## src/rtl/mem_arb_pkg.sv

```systemverilog
// mem_arb_pkg
//   Shared definitions for the data-memory port arbiter: the arbiter FSM
//   state encoding and the default parameter widths.
package mem_arb_pkg;

    typedef enum logic [1:0] {
        ST_IDLE    = 2'd0,
        ST_ISSUE   = 2'd1,
        ST_CAPTURE = 2'd2,
        ST_RESP    = 2'd3
    } arb_state_t;

    localparam int ADDR_SIZE_DEF       = 16;
    localparam int WRITE_DATA_SIZE_DEF = 32;
    localparam int READ_DATA_SIZE_DEF  = 512;
    localparam int STARVE_LIMIT_DEF    = 4;

endpackage

```

## src/rtl/mem_port_arbiter.sv

```systemverilog
// mem_port_arbiter
//   Shares one data-memory port between the CPU and the accelerator cluster.
//   One transaction at a time: IDLE -> ISSUE -> (read: CAPTURE -> RESP |
//   write: RESP) -> IDLE. The CPU normally wins; within one client a write
//   wins over a read.
//
//   Optional feature macro: MEM_PORT_ARBITER_STARVE_GUARD_EN
//     When defined, a starvation counter forces a cluster grant after
//     STARVE_LIMIT consecutive CPU grants with the cluster waiting.
//     When undefined, the CPU always wins and STARVE_LIMIT has no effect.
//
//   Ports
//     clk, rst                      clock, synchronous active-high reset
//     cpu_read_en/cpu_write_en      CPU request, held until its response
//     cpu_addr, cpu_write_data      CPU request address / write word
//     cpu_read_valid/cpu_write_done CPU one-cycle response pulses
//     acc_read_en/acc_write_en      cluster request, held until its response
//     acc_addr, acc_write_data      cluster request address / write word
//     acc_read_valid/acc_write_done cluster one-cycle response pulses
//     client_read_data              registered read line, shared by clients
//     mem_read_en/mem_write_en      data memory one-cycle strobes
//     mem_addr, mem_write_data      data memory address / write word
//     mem_read_data                 data memory line, valid cycle after read
module mem_port_arbiter
    import mem_arb_pkg::*;
#(
    parameter int ADDR_SIZE       = ADDR_SIZE_DEF,
    parameter int WRITE_DATA_SIZE = WRITE_DATA_SIZE_DEF,
    parameter int READ_DATA_SIZE  = READ_DATA_SIZE_DEF,
    parameter int STARVE_LIMIT    = STARVE_LIMIT_DEF
) (
    input  logic                       clk,
    input  logic                       rst,

    input  logic                       cpu_read_en,
    input  logic                       cpu_write_en,
    input  logic [ADDR_SIZE-1:0]       cpu_addr,
    input  logic [WRITE_DATA_SIZE-1:0] cpu_write_data,
    output logic                       cpu_read_valid,
    output logic                       cpu_write_done,

    input  logic                       acc_read_en,
    input  logic                       acc_write_en,
    input  logic [ADDR_SIZE-1:0]       acc_addr,
    input  logic [WRITE_DATA_SIZE-1:0] acc_write_data,
    output logic                       acc_read_valid,
    output logic                       acc_write_done,

    output logic [READ_DATA_SIZE-1:0]  client_read_data,

    output logic                       mem_read_en,
    output logic                       mem_write_en,
    output logic [ADDR_SIZE-1:0]       mem_addr,
    output logic [WRITE_DATA_SIZE-1:0] mem_write_data,
    input  logic [READ_DATA_SIZE-1:0]  mem_read_data
);

    arb_state_t state;
    logic       grant_acc;   // registered grantee: 1 = cluster, 0 = CPU
    logic       op_write;    // registered operation: 1 = write, 0 = read

    logic cpu_req;
    logic acc_req;
    logic pick_acc;
    logic sel_write;
    logic [ADDR_SIZE-1:0]       sel_addr;
    logic [WRITE_DATA_SIZE-1:0] sel_wdata;

    assign cpu_req = cpu_read_en | cpu_write_en;
    assign acc_req = acc_read_en | acc_write_en;

`ifdef MEM_PORT_ARBITER_STARVE_GUARD_EN
    localparam int CNT_W = (STARVE_LIMIT < 1) ? 1 : $clog2(STARVE_LIMIT + 1);
    localparam logic [CNT_W-1:0] LIMIT_CNT = CNT_W'(STARVE_LIMIT);

    logic [CNT_W-1:0] starve_cnt;
    logic             starve_hit;

    assign starve_hit = (starve_cnt == LIMIT_CNT);
    assign pick_acc   = acc_req & (~cpu_req | starve_hit);

    // Counter only moves on IDLE-cycle decisions; it clears whenever the
    // cluster is granted or is not asking, and saturates at the limit.
    always_ff @(posedge clk) begin
        if (rst) begin
            starve_cnt <= '0;
        end else if (state == ST_IDLE) begin
            if (!acc_req || pick_acc) begin
                starve_cnt <= '0;
            end else if (!starve_hit) begin
                starve_cnt <= starve_cnt + 1'b1;
            end
        end
    end
`else
    assign pick_acc = acc_req & ~cpu_req;

    // STARVE_LIMIT has no role without the guard.
    logic unused_starve_limit;
    assign unused_starve_limit = |STARVE_LIMIT;
`endif

    assign sel_write = pick_acc ? acc_write_en   : cpu_write_en;
    assign sel_addr  = pick_acc ? acc_addr       : cpu_addr;
    assign sel_wdata = pick_acc ? acc_write_data : cpu_write_data;

    // Strobes are registered on the IDLE decision so they appear exactly
    // during the ISSUE cycle; pulses are registered one state ahead so they
    // appear exactly during RESP.
    always_ff @(posedge clk) begin
        if (rst) begin
            state            <= ST_IDLE;
            grant_acc        <= 1'b0;
            op_write         <= 1'b0;
            mem_read_en      <= 1'b0;
            mem_write_en     <= 1'b0;
            mem_addr         <= '0;
            mem_write_data   <= '0;
            cpu_read_valid   <= 1'b0;
            cpu_write_done   <= 1'b0;
            acc_read_valid   <= 1'b0;
            acc_write_done   <= 1'b0;
            client_read_data <= '0;
        end else begin
            case (state)
                ST_IDLE: begin
                    if (cpu_req || acc_req) begin
                        grant_acc      <= pick_acc;
                        op_write       <= sel_write;
                        mem_addr       <= sel_addr;
                        mem_write_data <= sel_wdata;
                        mem_read_en    <= ~sel_write;
                        mem_write_en   <= sel_write;
                        state          <= ST_ISSUE;
                    end
                end
                ST_ISSUE: begin
                    mem_read_en  <= 1'b0;
                    mem_write_en <= 1'b0;
                    if (op_write) begin
                        cpu_write_done <= ~grant_acc;
                        acc_write_done <= grant_acc;
                        state          <= ST_RESP;
                    end else begin
                        state <= ST_CAPTURE;
                    end
                end
                ST_CAPTURE: begin
                    client_read_data <= mem_read_data;
                    cpu_read_valid   <= ~grant_acc;
                    acc_read_valid   <= grant_acc;
                    state            <= ST_RESP;
                end
                ST_RESP: begin
                    cpu_read_valid <= 1'b0;
                    cpu_write_done <= 1'b0;
                    acc_read_valid <= 1'b0;
                    acc_write_done <= 1'b0;
                    state          <= ST_IDLE;
                end
                default: begin
                    state <= ST_IDLE;
                end
            endcase
        end
    end

endmodule

```

## config.mk

```make
export PLATFORM = sky130hd
export DESIGN_NAME = mem_port_arbiter
export DESIGN_NICKNAME = d
export VERILOG_FILES = /design/src/rtl/mem_arb_pkg.sv /design/src/rtl/mem_port_arbiter.sv
export SDC_FILE = /design/constraint.sdc
export NUM_CORES = 1
export LEC_CHECK = 0
export BUFFER_PORTS_ARGS = -buffer_cell sky130_fd_sc_hd__buf_2
export CORE_AREA = 2 2 455 457
export DETAILED_ROUTE_END_ITERATION = 10
export DIE_AREA = 0 0 457 459
export PLACE_DENSITY = 0.37
export SETUP_SLACK_MARGIN = 0.05
export SLEW_MARGIN = 25
export SYNTH_ARGS = -nofsm -noshare
export SYNTH_HDL_FRONTEND = slang
export SYNTH_SLANG_ARGS = --single-unit
```

## constraint.sdc

```tcl
create_clock -name clk -period 2.8 [get_ports clk]
set_clock_uncertainty 0.1 [all_clocks]
set_input_delay 0.28 -clock clk [delete_from_list [all_inputs] [get_ports clk]]
set_output_delay 0.28 -clock clk [all_outputs]
set_load 0.005 [all_outputs]
```

* Word-level counts from Yosys, hierarchy flattened
Index checks and enable logic that the tools add are counted.
Operators by class: reduce and logical (&&, ||, !) cells 8, equality and inequality tests 5, bitwise logic cells 6, mux-type cells 16
Operators by type and width (number):
- $mux 32 | 1
- $mux 16 | 1
- $pmux 1 s2 | 6
- $pmux 2 s4 | 1
- $mux 1 | 6
- $reduce_and 2->1 | 3
- $reduce_bool 2->1 | 3
- $eq 2x2->1 const B | 2
- $ne 2x2->1 const B | 2
- $not 1->1 | 3
- $eq 2x1->1 const B | 1
- $logic_not 2->1 | 1
- $mux 2 | 1
- $or 1x1->1 | 2
- $and 1x1->1 | 1
- $logic_or 1x1->1 | 1
Word-level totals: bits in registers 570, output and inout bits 566, logic and storage cells 47

* Depth between registers and ports, before layout
Gate-level depths: netlist of the first run.
depth in word-level cells 7, gate-level depth with buffers 7

* Least setup slack after synthesis of the first run
OpenSTA, ideal clock, no wires.
path type register to register, from register state[0], to register client_read_data[182], clock period less this slack 1701 ps, cell stages (with the launch flop) 8, required time 2572 ps, arrival 1473 ps, path buffers 3, slack 1099 ps, library setup time 128 ps, cells stage by stage dfxtp_1 -> inv_1 -> ha_1 -> buf_2 -> clkbuf_1 -> buf_2 -> mux2i_1 -> nor2_1
On the way: word-level cells in the longest chain between the ends 1
Ends and longest elaborated chain:
- start, declared | RTL line mem_port_arbiter.sv:58 | arb_state_t state;
- start signal, assigned | RTL line mem_port_arbiter.sv:112 | state <= ST_IDLE;
- start signal, assigned | RTL line mem_port_arbiter.sv:134 | state <= ST_ISSUE;
- start signal, assigned | RTL line mem_port_arbiter.sv:143 | state <= ST_RESP;
- $eq 2x2->1 | RTL line mem_port_arbiter.sv:125 | case (state)
- end signal, assigned | RTL line mem_port_arbiter.sv:149 | client_read_data <= mem_read_data;
- end, declared | RTL line mem_port_arbiter.sv:49 | output logic [READ_DATA_SIZE-1:0] client_read_data,
Every way passes these cells. A chain may end at the register's enable or synchronous reset.

* Final worst setup path of the first run
from input port cpu_write_en, to register mem_addr[6]
On the way: word-level cells in the longest chain between the ends 4, elaborated cells between the ends (all ways) 6, those cells by class mux (1); bitwise (3); reduce/logical (2)
Ends and longest elaborated chain:
- start, declared | RTL line mem_port_arbiter.sv:36 | input logic cpu_write_en,
- $or 1x1->1 * | RTL line mem_port_arbiter.sv:69 | assign cpu_req = cpu_read_en | cpu_write_en;
- $not 1->1 | RTL line mem_port_arbiter.sv:96 | assign pick_acc = acc_req & ~cpu_req;
- $and 1x1->1 | RTL line mem_port_arbiter.sv:96
- $mux 16 | RTL line mem_port_arbiter.sv:104 | assign sel_addr = pick_acc ? acc_addr : cpu_addr;
- end signal, assigned | RTL line mem_port_arbiter.sv:130 | mem_addr <= sel_addr;
- end, declared | RTL line mem_port_arbiter.sv:53 | output logic [ADDR_SIZE-1:0] mem_addr,
Every way passes the cells marked *; elsewhere a longest branch is shown, timed or not.

==> run metrics, run 1 <==
Leak 17.09 nW; first-pass GRT wire length 190400 microns; R2R setup slack 0.20 ns; num ports 1180; Crit Path Max Fanout 25; EDFF count, synth 0; hold path startpoint rst; total power draw 31.59 mW; root buf cell clkbuf_16; Post-Route WL 146100 microns; Post-Syn Area 0.02060 sq mm; Avg Synthesized Cell Area 10.37 sq um; critical path arrival 3.16 ns; worst hold path endpoint client_read_data[304]; Max-Cap Viols 0; Worst-Margin Slew 0.8976 ns; Final setup viols 0; final hold viol count 0; aggregate global routing overflow 0; drt pass-1 iters 5; initial antenna violation count 127; Core ar. 0.2056 sq mm; max_slew headroom 40.16%; worst path required time 3.33 ns; setup tns final 0 ns; reg2reg end mem_addr[6]; chip width 457 microns; commonest register cell after synthesis dfxtp_1; post-synthesis cell type count 32; CP bufs+invs 4; register bit count reported by yosys 570; Starting Density 10.02%; Finished Layout Cells 6608; Area Overhead vs Synth 89.76%; crit-path max cell delay 0.59 ns; vias in the first global route 22000; type of the worst setup path primary input to flop; proportion of layout cells with a drive suffix above 1 35.50%; worst r2r src state[0]; Worst path slowest cell dlygate4sd3_1; vias per cell 3.328; Die H 459 microns; post-synthesis sequential area ratio 55.38%; DR iter-0 viols 942; fin crit share 93.78%; Cell Rows 167; Synth Net Count 2606; Final min period 2.626 ns; Post-Place Cells 5776; final slew viol count 0; Worst setup EP type flop; fmax 380.8 MHz; Async SR Flop Fraction 0%; Antenna Nets Post-Route 0; RSZ-0062 raised after global routing no; Final HPWL DP 118800 microns; Nets 4426; Yosys warning total 0; Worst-path clk slew 0.06 ns; largest net degree at the start of global routing 82; wire per inst 22.10 microns; H-Tree Depth 3; peak supply drop 454.9 uV; Most Frequent Cell on Critical Path dlygate4sd3_1; Port Buffers 1179; Mapped Cells 1987; worst reg-to-reg path cell count 7; RePlAce Congestion 0.8040; Inserted Clock Buffers 77; clk_lat worst skew 0.69 ns; status completed; CTS tree done; Hold/Removal Path Class primary input to flop; Pwr Density 808.0 mW/mm^2; Hold Crit Depth 2; worst path cell trace dlygate4sd3_1, buf_2, or2_4, o21ai_0, dlygate4sd3_1, a311oi_1, dlygate4sd3_1; die area 0.2098 sq mm; Global Route Usage Sum 13.25%; drt drc 0; Crit path max-delay family buffers and inverters; clk buf depth 3; total number of vias 21990; Sinks on Clock Net 570; crit path launch type primary input
## worst max-delay path by stage
stage	from	end	depth (start not counted)
after floorplan	state[0]	client_read_data[182]	7
after global placement	acc_write_en	mem_write_data[27]	5
after detailed placement	acc_write_en	mem_write_data[27]	5
after CTS	cpu_write_en	mem_write_data[31]	7
after global routing	state[0]	mem_addr[6]	7
final	cpu_write_en	mem_addr[6]	7
## final cells by class
class / instances / area (sq um)
inverter: 6 / 22.52
timing repair buffer: 1892 / 13090
tap: 2704 / 3383
antenna: 42 / 105.1
clock inverter: 25 / 357.8
clock buffer: 109 / 2197
fill: 23030 / 166500
sequential: 570 / 11410
multi-input combinational: 1260 / 8531
## cell usage after synthesis, drive strengths merged, types with 2 or more instances
| cell type | count | area (sq um) |
|---|---|---|
| inv | 6 | 22.52 |
| buf | 74 | 386.6 |
| or3 | 4 | 25.02 |
| nor2 | 564 | 2117 |
| nand2b | 2 | 12.51 |
| a21oi | 4 | 20.02 |
| nand2 | 3 | 11.26 |
| nand3 | 50 | 250.2 |
| a311oi | 48 | 483.0 |
| o32ai | 2 | 17.52 |
| dfxtp | 570 | 11410 |
| nor3 | 2 | 10.01 |
| mux2i | 515 | 5155 |
| or2 | 2 | 12.52 |
| ha | 5 | 62.56 |
| o21ai | 49 | 245.2 |
| clkbuf | 78 | 292.8 |
## registers in the layout, indices dropped and copies added (netlist names)
| register | cells |
|---|---|
| grant_acc | 1 |
| mem_write_en | 1 |
| op_write | 1 |
| mem_addr | 16 |
| client_read_data | 512 |
| mem_write_data | 32 |
| mem_read_en | 1 |
| state | 2 |
| acc_write_done | 1 |
| acc_read_valid | 1 |
| cpu_write_done | 1 |
| cpu_read_valid | 1 |
## cells by family (layout without fill, tap and decap cells)
group	Yosys count	count (layout)	synth area share, %
compound gates	108	108	3.911
fa+ha+maj	5	5	0.3036
buf+inv	158	2032	3.407
flops	570	570	55.38
mux	515	515	25.02
other cells	0	42	0
simple gates	631	632	11.98
## routing by layer
| metal | GRT usage [%] | vias up | part of all wire (%) |
|---|---|---|---|
| met2 | 20.28 | 1029 | 43 |
| li1 | - | 10440 | - |
| met1 | 15.24 | 10140 | 40 |
| met3 | 7.960 | 282 | 13 |
| met4 | 4.289 | 92 | 3.5 |
| met5 | 0 | - | 0.39 |
## report_power, final
group / total (mW) / leakage [nW] / internal (mW) / switching [mW]
Combinational: 10.7 / 11.2 / 4.94 / 5.73
Sequential: 10.7 / 4.64 / 9.76 / 0.964
Clock: 10.2 / 1.24 / 6.03 / 4.18
## cells in the final DEF, fill, tap and decap left out, types with 17 or more instances in the layout
cell           instances
mux2i_1              515
nor2_1               562
buf_4                 43
clkbuf_1              17
a311oi_1              38
diode_2               42
dfxtp_1              570
o21ai_0               46
dlygate4sd3_1        655
clkbuf_16             77
buf_2               1178
nand3_1               50
## per-stage QoR
stage / area, sq um / setup slack [ns] / util, % / hold WS [ns]
2_1_floorplan: 20600 / 1.099 / - / 0.3272
3_3_place_gp: 29870 / 0.7873 / 14.53 / 0.3405
3_5_place_dp: 29870 / 0.7649 / 14.53 / 0.3519
4_1_cts: 38990 / 0.1895 / 18.96 / 0.01589
5_1_grt: 39030 / 0.05437 / 18.98 / 0.03810
6_report: 39100 / 0.1741 / 19.02 / 0.08020
## what timing repair did
action / 4_1_cts / 5_1_grt
resized for setup: 0 / 0
buffers inserted: 0 / 0
hold buffers: 655 / 0
endpoints found under the setup margin: 0 / 3
hold endpoints to repair: 564 / 0
(Power assumes the default switching activity.)
==> run 2: changes to the inputs <==
--- a/config.mk
+++ b/config.mk
@@ -6,10 +6,12 @@
 export NUM_CORES = 1
 export LEC_CHECK = 0
 export BUFFER_PORTS_ARGS = -buffer_cell sky130_fd_sc_hd__buf_2
-export CORE_AREA = 2 2 455 457
+export CELL_PAD_IN_SITES_DETAIL_PLACEMENT = 0
+export CELL_PAD_IN_SITES_GLOBAL_PLACEMENT = 1
+export CORE_AREA = 2 2 461 463
 export DETAILED_ROUTE_END_ITERATION = 10
-export DIE_AREA = 0 0 457 459
-export PLACE_DENSITY = 0.37
+export DIE_AREA = 0 0 463 465
+export PLACE_DENSITY = 0.43
 export SETUP_SLACK_MARGIN = 0.05
 export SLEW_MARGIN = 25
 export SYNTH_ARGS = -nofsm -noshare
==> run metrics, run 2 (synthesized netlist as in run 1, its figures left out) <==
Final HPWL DP 121700 microns (was 118800 microns); Sinks on Clock Net 570 (unchanged); max reg flops 512 (unchanged); Max-Cap Viols 0 (unchanged); drt drc 0 (unchanged); Area Overhead vs Synth 93.03% (was 89.76%); worst path required time 3.31 ns (was 3.33 ns); critical path arrival 3.21 ns (was 3.16 ns); Core ar. 0.2108 sq mm (was 0.2056 sq mm); Top reg by flops client_read_data (unchanged); Post-Route WL 146800 microns (was 146100 microns); aggregate global routing overflow 0 (unchanged); peak supply drop 430.4 uV (was 454.9 uV); vias per cell 3.246 (was 3.328); die area 0.2153 sq mm (was 0.2098 sq mm); R2R setup slack 0.26 ns (was 0.20 ns); crit path launch type primary input (unchanged); post-CTS resize count 0 (unchanged); proportion of layout cells with a drive suffix above 1 36.04% (was 35.50%); hold path startpoint rst (unchanged); vias in the first global route 22000 (about the same); CTS tree done (unchanged); Starting Density 9.773% (was 10.02%); Worst setup EP type flop (unchanged); most frequent cells in the layout buf_2, dlygate4sd3_1, dfxtp_1, nor2_1, mux2i_1 (unchanged); root buf cell clkbuf_16 (unchanged); largest net degree at the start of global routing 82 (unchanged); Hold Crit Depth 3 (was 2); Top Registers client_read_data x512, mem_write_data x32, mem_addr x16 (unchanged); clk buf depth 3 (unchanged); num ports 1180 (unchanged); Nets 4444 (was 4426); Final WS setup 0.09552 ns (was 0.1741 ns); Leak 17.33 nW (was 17.09 nW); placement-stage cell area 0.03035 sq mm (was 0.02987 sq mm); Hold/Removal Path Class primary input to flop (unchanged); Final setup viols 0 (unchanged); Worst-path clk slew 0.06 ns (about the same); Pwr Density 816.2 mW/mm^2 (was 808.0 mW/mm^2); Post-Layout Inst Area 0.03977 sq mm (was 0.03910 sq mm); wire per inst 21.75 microns (was 22.10 microns); final hold viol count 0 (unchanged); type of the worst setup path primary input to flop (unchanged); Port Buffers 1179 (unchanged); Worst-Margin Slew 0.7525 ns (was 0.8976 ns); final slew viol count 0 (unchanged); status completed (unchanged); commonest non-fill, non-tap cell in the layout buf_2 (unchanged); first-pass GRT wire length 193100 microns (was 190400 microns); Final min period 2.704 ns (was 2.626 ns); fin crit share 96.59% (was 93.78%); chip width 463 microns (was 457 microns); initial antenna violation count 135 (was 127); Cell Rows 169 (was 167); Final Util 18.87% (was 19.02%); Antenna Nets Post-Route 0 (unchanged); RSZ-0062 raised after global routing no (unchanged); worst r2r src state[0] (unchanged); drt pass-1 iters 4 (was 5); H-Tree Depth 3 (unchanged); Crit Path Max Fanout 13 (was 25); pre-CTS setup slack 0.7305 ns (was 0.7649 ns); setup tns final 0 ns (unchanged); clk_lat worst skew 0.69 ns (about the same); worst hold path endpoint client_read_data[119] (was client_read_data[304]); worst reg-to-reg path cell count 7 (unchanged); Global Route Usage Sum 13.10% (was 13.25%); DR iter-0 viols 651 (was 942); total number of vias 21910 (was 21990); Inserted Clock Buffers 79 (was 77); RePlAce Congestion 0.8261 (was 0.8040); max_slew headroom 49.71% (was 40.16%); Die H 465 microns (was 459 microns); reg2reg end mem_write_data[9] (was mem_addr[6]); fmax 369.8 MHz (was 380.8 MHz)
## run 2: cell types whose count changed in the layout (fill, tap and decap cells not counted), sizes merged
cell / previous run / this run
buf: 1237 / 1257
clkbuf: 109 / 117
diode: 42 / 38
clkinv: 11 / 14
dlygate4sd3: 655 / 652
bufinv: 6 / 8
clkinvlp: 5 / 4
or2: 3 / 2
## run 2: repair_timing
action | 4_1_cts | 5_1_grt
endpoints found under the hold margin | 566 | 0
setup buffers | 0 | 4
setup endpoints to repair | 0 | 8
hold buffers | 652 | 0
## run 2: per-layer routing
layer,GRT usage (%),share of wire [%]
met1,14.95,40
met2,21.33,46
met3,7.147,12
met4,2.961,2.2
met5,0,0.34
## run 2: final cells by class
| cell class | instances | area, sq um |
|---|---|---|
| fillers | 23710 | 171000 |
| clock inverters | 29 | 414.1 |
| multi-input cells | 1259 | 8524 |
| diodes | 38 | 95.09 |
| clock buffers | 117 | 2352 |
| flip-flops and latches | 570 | 11410 |
| inverters | 6 | 22.52 |
| well taps | 2821 | 3530 |
| repair buffers | 1909 | 13420 |
## run 2: worst max-delay path, cell delays in order
cell           delay (ns)
dlygate4sd3_1        0.66
buf_2                0.21
nor2_4               0.48
nand3_1              0.14
dlygate4sd3_1        0.58
a311oi_1             0.25
dlygate4sd3_1        0.59
## run 2: how the worst max path moves through the flow
stage,startpoint,endpoint,cells after the start
after CTS,state[0],client_read_data[65],7
after global routing,cpu_read_en,mem_addr[10],7
after detailed placement,state[0],client_read_data[76],6
final,cpu_read_en,mem_addr[9],7
after global placement,acc_write_en,mem_write_data[13],5
after floorplan,state[0],client_read_data[182],7
## run 2: power by group
group          switching [mW]  internal [mW]  total, mW
combinational            5.76           5.11       10.9
clock                    4.29           6.57       10.9
sequential              0.982           9.76       10.7
## run 2: stage by stage
step | total power, mW | hold WS (ns) | instances
after floorplan | 15.65 | 0.3272 | 1987
after global placement | 20.87 | 0.3413 | 5909
after detailed placement | 20.88 | 0.3507 | 5909
after CTS | 33.36 | 0.03709 | 6707
after global routing | 34.44 | 0.08063 | 6723
final | 32.46 | 0.1052 | 6749
==> run 3: changes to the inputs <==
--- a/config.mk
+++ b/config.mk
@@ -9,6 +9,7 @@
 export CELL_PAD_IN_SITES_DETAIL_PLACEMENT = 0
 export CELL_PAD_IN_SITES_GLOBAL_PLACEMENT = 1
 export CORE_AREA = 2 2 461 463
+export CTS_BUF_LIST = sky130_fd_sc_hd__clkbuf_8 sky130_fd_sc_hd__clkbuf_16
 export DETAILED_ROUTE_END_ITERATION = 10
 export DIE_AREA = 0 0 463 465
 export PLACE_DENSITY = 0.43
==> run metrics, run 3 (synthesized netlist as in run 1, its figures left out) <==
status completed (unchanged); commonest non-fill, non-tap cell in the layout buf_2 (unchanged); Cell Rows 169 (unchanged); wire per inst 21.74 microns (was 21.75 microns); vias per cell 3.241 (was 3.246); Final min period 2.698 ns (was 2.704 ns); Starting Density 9.773% (unchanged); Multi-input gate area 0.008524 sq mm (unchanged); Post-Route WL 146700 microns (was 146800 microns); root buf cell clkbuf_16 (unchanged); drt pass-1 iters 4 (unchanged); Post-Layout Inst Area 0.03977 sq mm (unchanged); drt drc 0 (unchanged); total number of vias 21870 (was 21910); final hold viol count 0 (unchanged); setup tns final 0 ns (unchanged); chip width 463 microns (unchanged); fin crit share 96.35% (was 96.59%); type of the worst setup path primary input to flop (unchanged); Worst setup EP type flop (unchanged); Post-Place Cells 5909 (unchanged); Inserted Clock Buffers 79 (unchanged); Crit Path Max Fanout 13 (unchanged); Top Registers client_read_data x512, mem_write_data x32, mem_addr x16 (unchanged); RePlAce Congestion 0.8261 (unchanged); Port Buffers 1179 (unchanged); clk_lat worst skew 0.69 ns (about the same); Leak 17.40 nW (was 17.33 nW); crit-path max cell delay 0.66 ns (about the same); Final HPWL DP 121700 microns (unchanged); Most Frequent Cell on Critical Path dlygate4sd3_1 (unchanged); fill cell count 23710 (about the same); most frequent cells in the layout buf_2, dlygate4sd3_1, dfxtp_1, nor2_1, mux2i_1 (unchanged); vias in the first global route 22000 (about the same); worst path required time 3.31 ns (about the same); DR iter-0 viols 600 (was 651); initial antenna violation count 135 (unchanged); placement-stage cell area 0.03035 sq mm (unchanged); die area 0.2153 sq mm (unchanged); Register Area 0.01141 sq mm (unchanged); crit path launch type primary input (unchanged); RSZ-0062 raised after global routing no (unchanged); worst path cell trace dlygate4sd3_1, buf_2, nor2_4, nand3_1, dlygate4sd3_1, a311oi_1, dlygate4sd3_1 (unchanged); Pwr Density 814.9 mW/mm^2 (was 816.2 mW/mm^2); Worst-Margin Slew 0.7497 ns (was 0.7525 ns); Area Overhead vs Synth 93.03% (unchanged); first-pass GRT wire length 193200 microns (was 193100 microns); max_slew headroom 49.90% (was 49.71%); H-Tree Depth 3 (unchanged); fmax 370.7 MHz (was 369.8 MHz); Top reg by flops client_read_data (unchanged); proportion of layout cells with a drive suffix above 1 36.04% (unchanged); Worst path slowest cell dlygate4sd3_1 (unchanged); Final setup viols 0 (unchanged); Finished Layout Cells 6749 (unchanged); clk buf depth 3 (unchanged); Core ar. 0.2108 sq mm (unchanged); R2R setup slack 0.25 ns (was 0.26 ns); Sinks on Clock Net 570 (unchanged); peak supply drop 431.0 uV (was 430.4 uV); num ports 1180 (unchanged); Max-Cap Viols 0 (unchanged); aggregate global routing overflow 0 (unchanged); max reg flops 512 (unchanged); largest net degree at the start of global routing 82 (unchanged); Worst-path clk slew 0.06 ns (about the same); Nets 4444 (unchanged); CTS tree done (unchanged); total power draw 32.41 mW (was 32.46 mW); Antenna Nets Post-Route 0 (unchanged); post-CTS resize count 0 (unchanged); final slew viol count 0 (unchanged); Die H 465 microns (unchanged); Global Route Usage Sum 13.10% (about the same); Hold/Removal Path Class primary input to flop (unchanged); critical path arrival 3.20 ns (was 3.21 ns)
run 3: changes by cell type in the layout (fill, tap and decap cells not counted):
cell	delta
inv_1	+17
clkbuf_1	-17
run 3: cell type report:
| class | instances | share of cell area, % |
|---|---|---|
| repair buffers | 1909 | 33.75 |
| flip-flops and latches | 570 | 28.69 |
| inverters | 6 | 0.05663 |
| multi-input cells | 1259 | 21.43 |
| diodes | 38 | 0.2391 |
| well taps | 2821 | 8.875 |
| clock buffers | 100 | 5.754 |
| clock inverters | 46 | 1.202 |
run 3: final timing paths:
| kind | start | end | cells past startpoint |
|---|---|---|---|
| max | cpu_read_en | mem_addr[9] | 7 |
| min | rst | client_read_data[119] | 3 |
| max reg2reg | state[0] | mem_write_data[9] | 7 |
| min reg2reg | cpu_write_done | cpu_write_done | 2 |
run 3: worst max-delay path, delay by kind of cell:
kind,cells,cell delay (ns)
buf+inv,4,2.03
simple gates,2,0.60
compound gates,1,0.25
run 3: metal layers:
| layer | up-vias | track usage, % | wire length [microns] |
|---|---|---|---|
| met5 | - | 0 | 494 |
| met4 | 80 | 2.961 | 3224 |
| met3 | 201 | 7.147 | 17010 |
| met2 | 999 | 21.33 | 67110 |
| met1 | 10100 | 14.96 | 58880 |
| li1 | 10500 | - | - |
run 3: through the flow:
step	setup WS (ns)	hold slack, ns	utilization (%)
3_5_place_dp	0.7305	0.3507	14.40
5_1_grt	0.06105	0.08056	18.83
2_1_floorplan	1.099	0.3272	-
4_1_cts	0.1338	0.03690	18.81
6_report	0.1021	0.1047	18.87
3_3_place_gp	0.7342	0.3413	14.40
run 3: timing repair:
| action | CTS | global route |
|---|---|---|
| endpoints found under the setup margin | 0 | 8 |
| hold endpoints to repair | 566 | 0 |
| hold buffers | 652 | 0 |
| buffers inserted | 0 | 4 |
run 3: power by group:
part | switching [mW] | internal (mW) | leakage, nW | total [mW]
sequential | 0.981 | 9.76 | 4.64 | 10.7
clock | 4.29 | 6.51 | 1.42 | 10.8
combinational | 5.76 | 5.11 | 11.3 | 10.9
total | 11.0 | 21.4 | 17.4 | 32.4
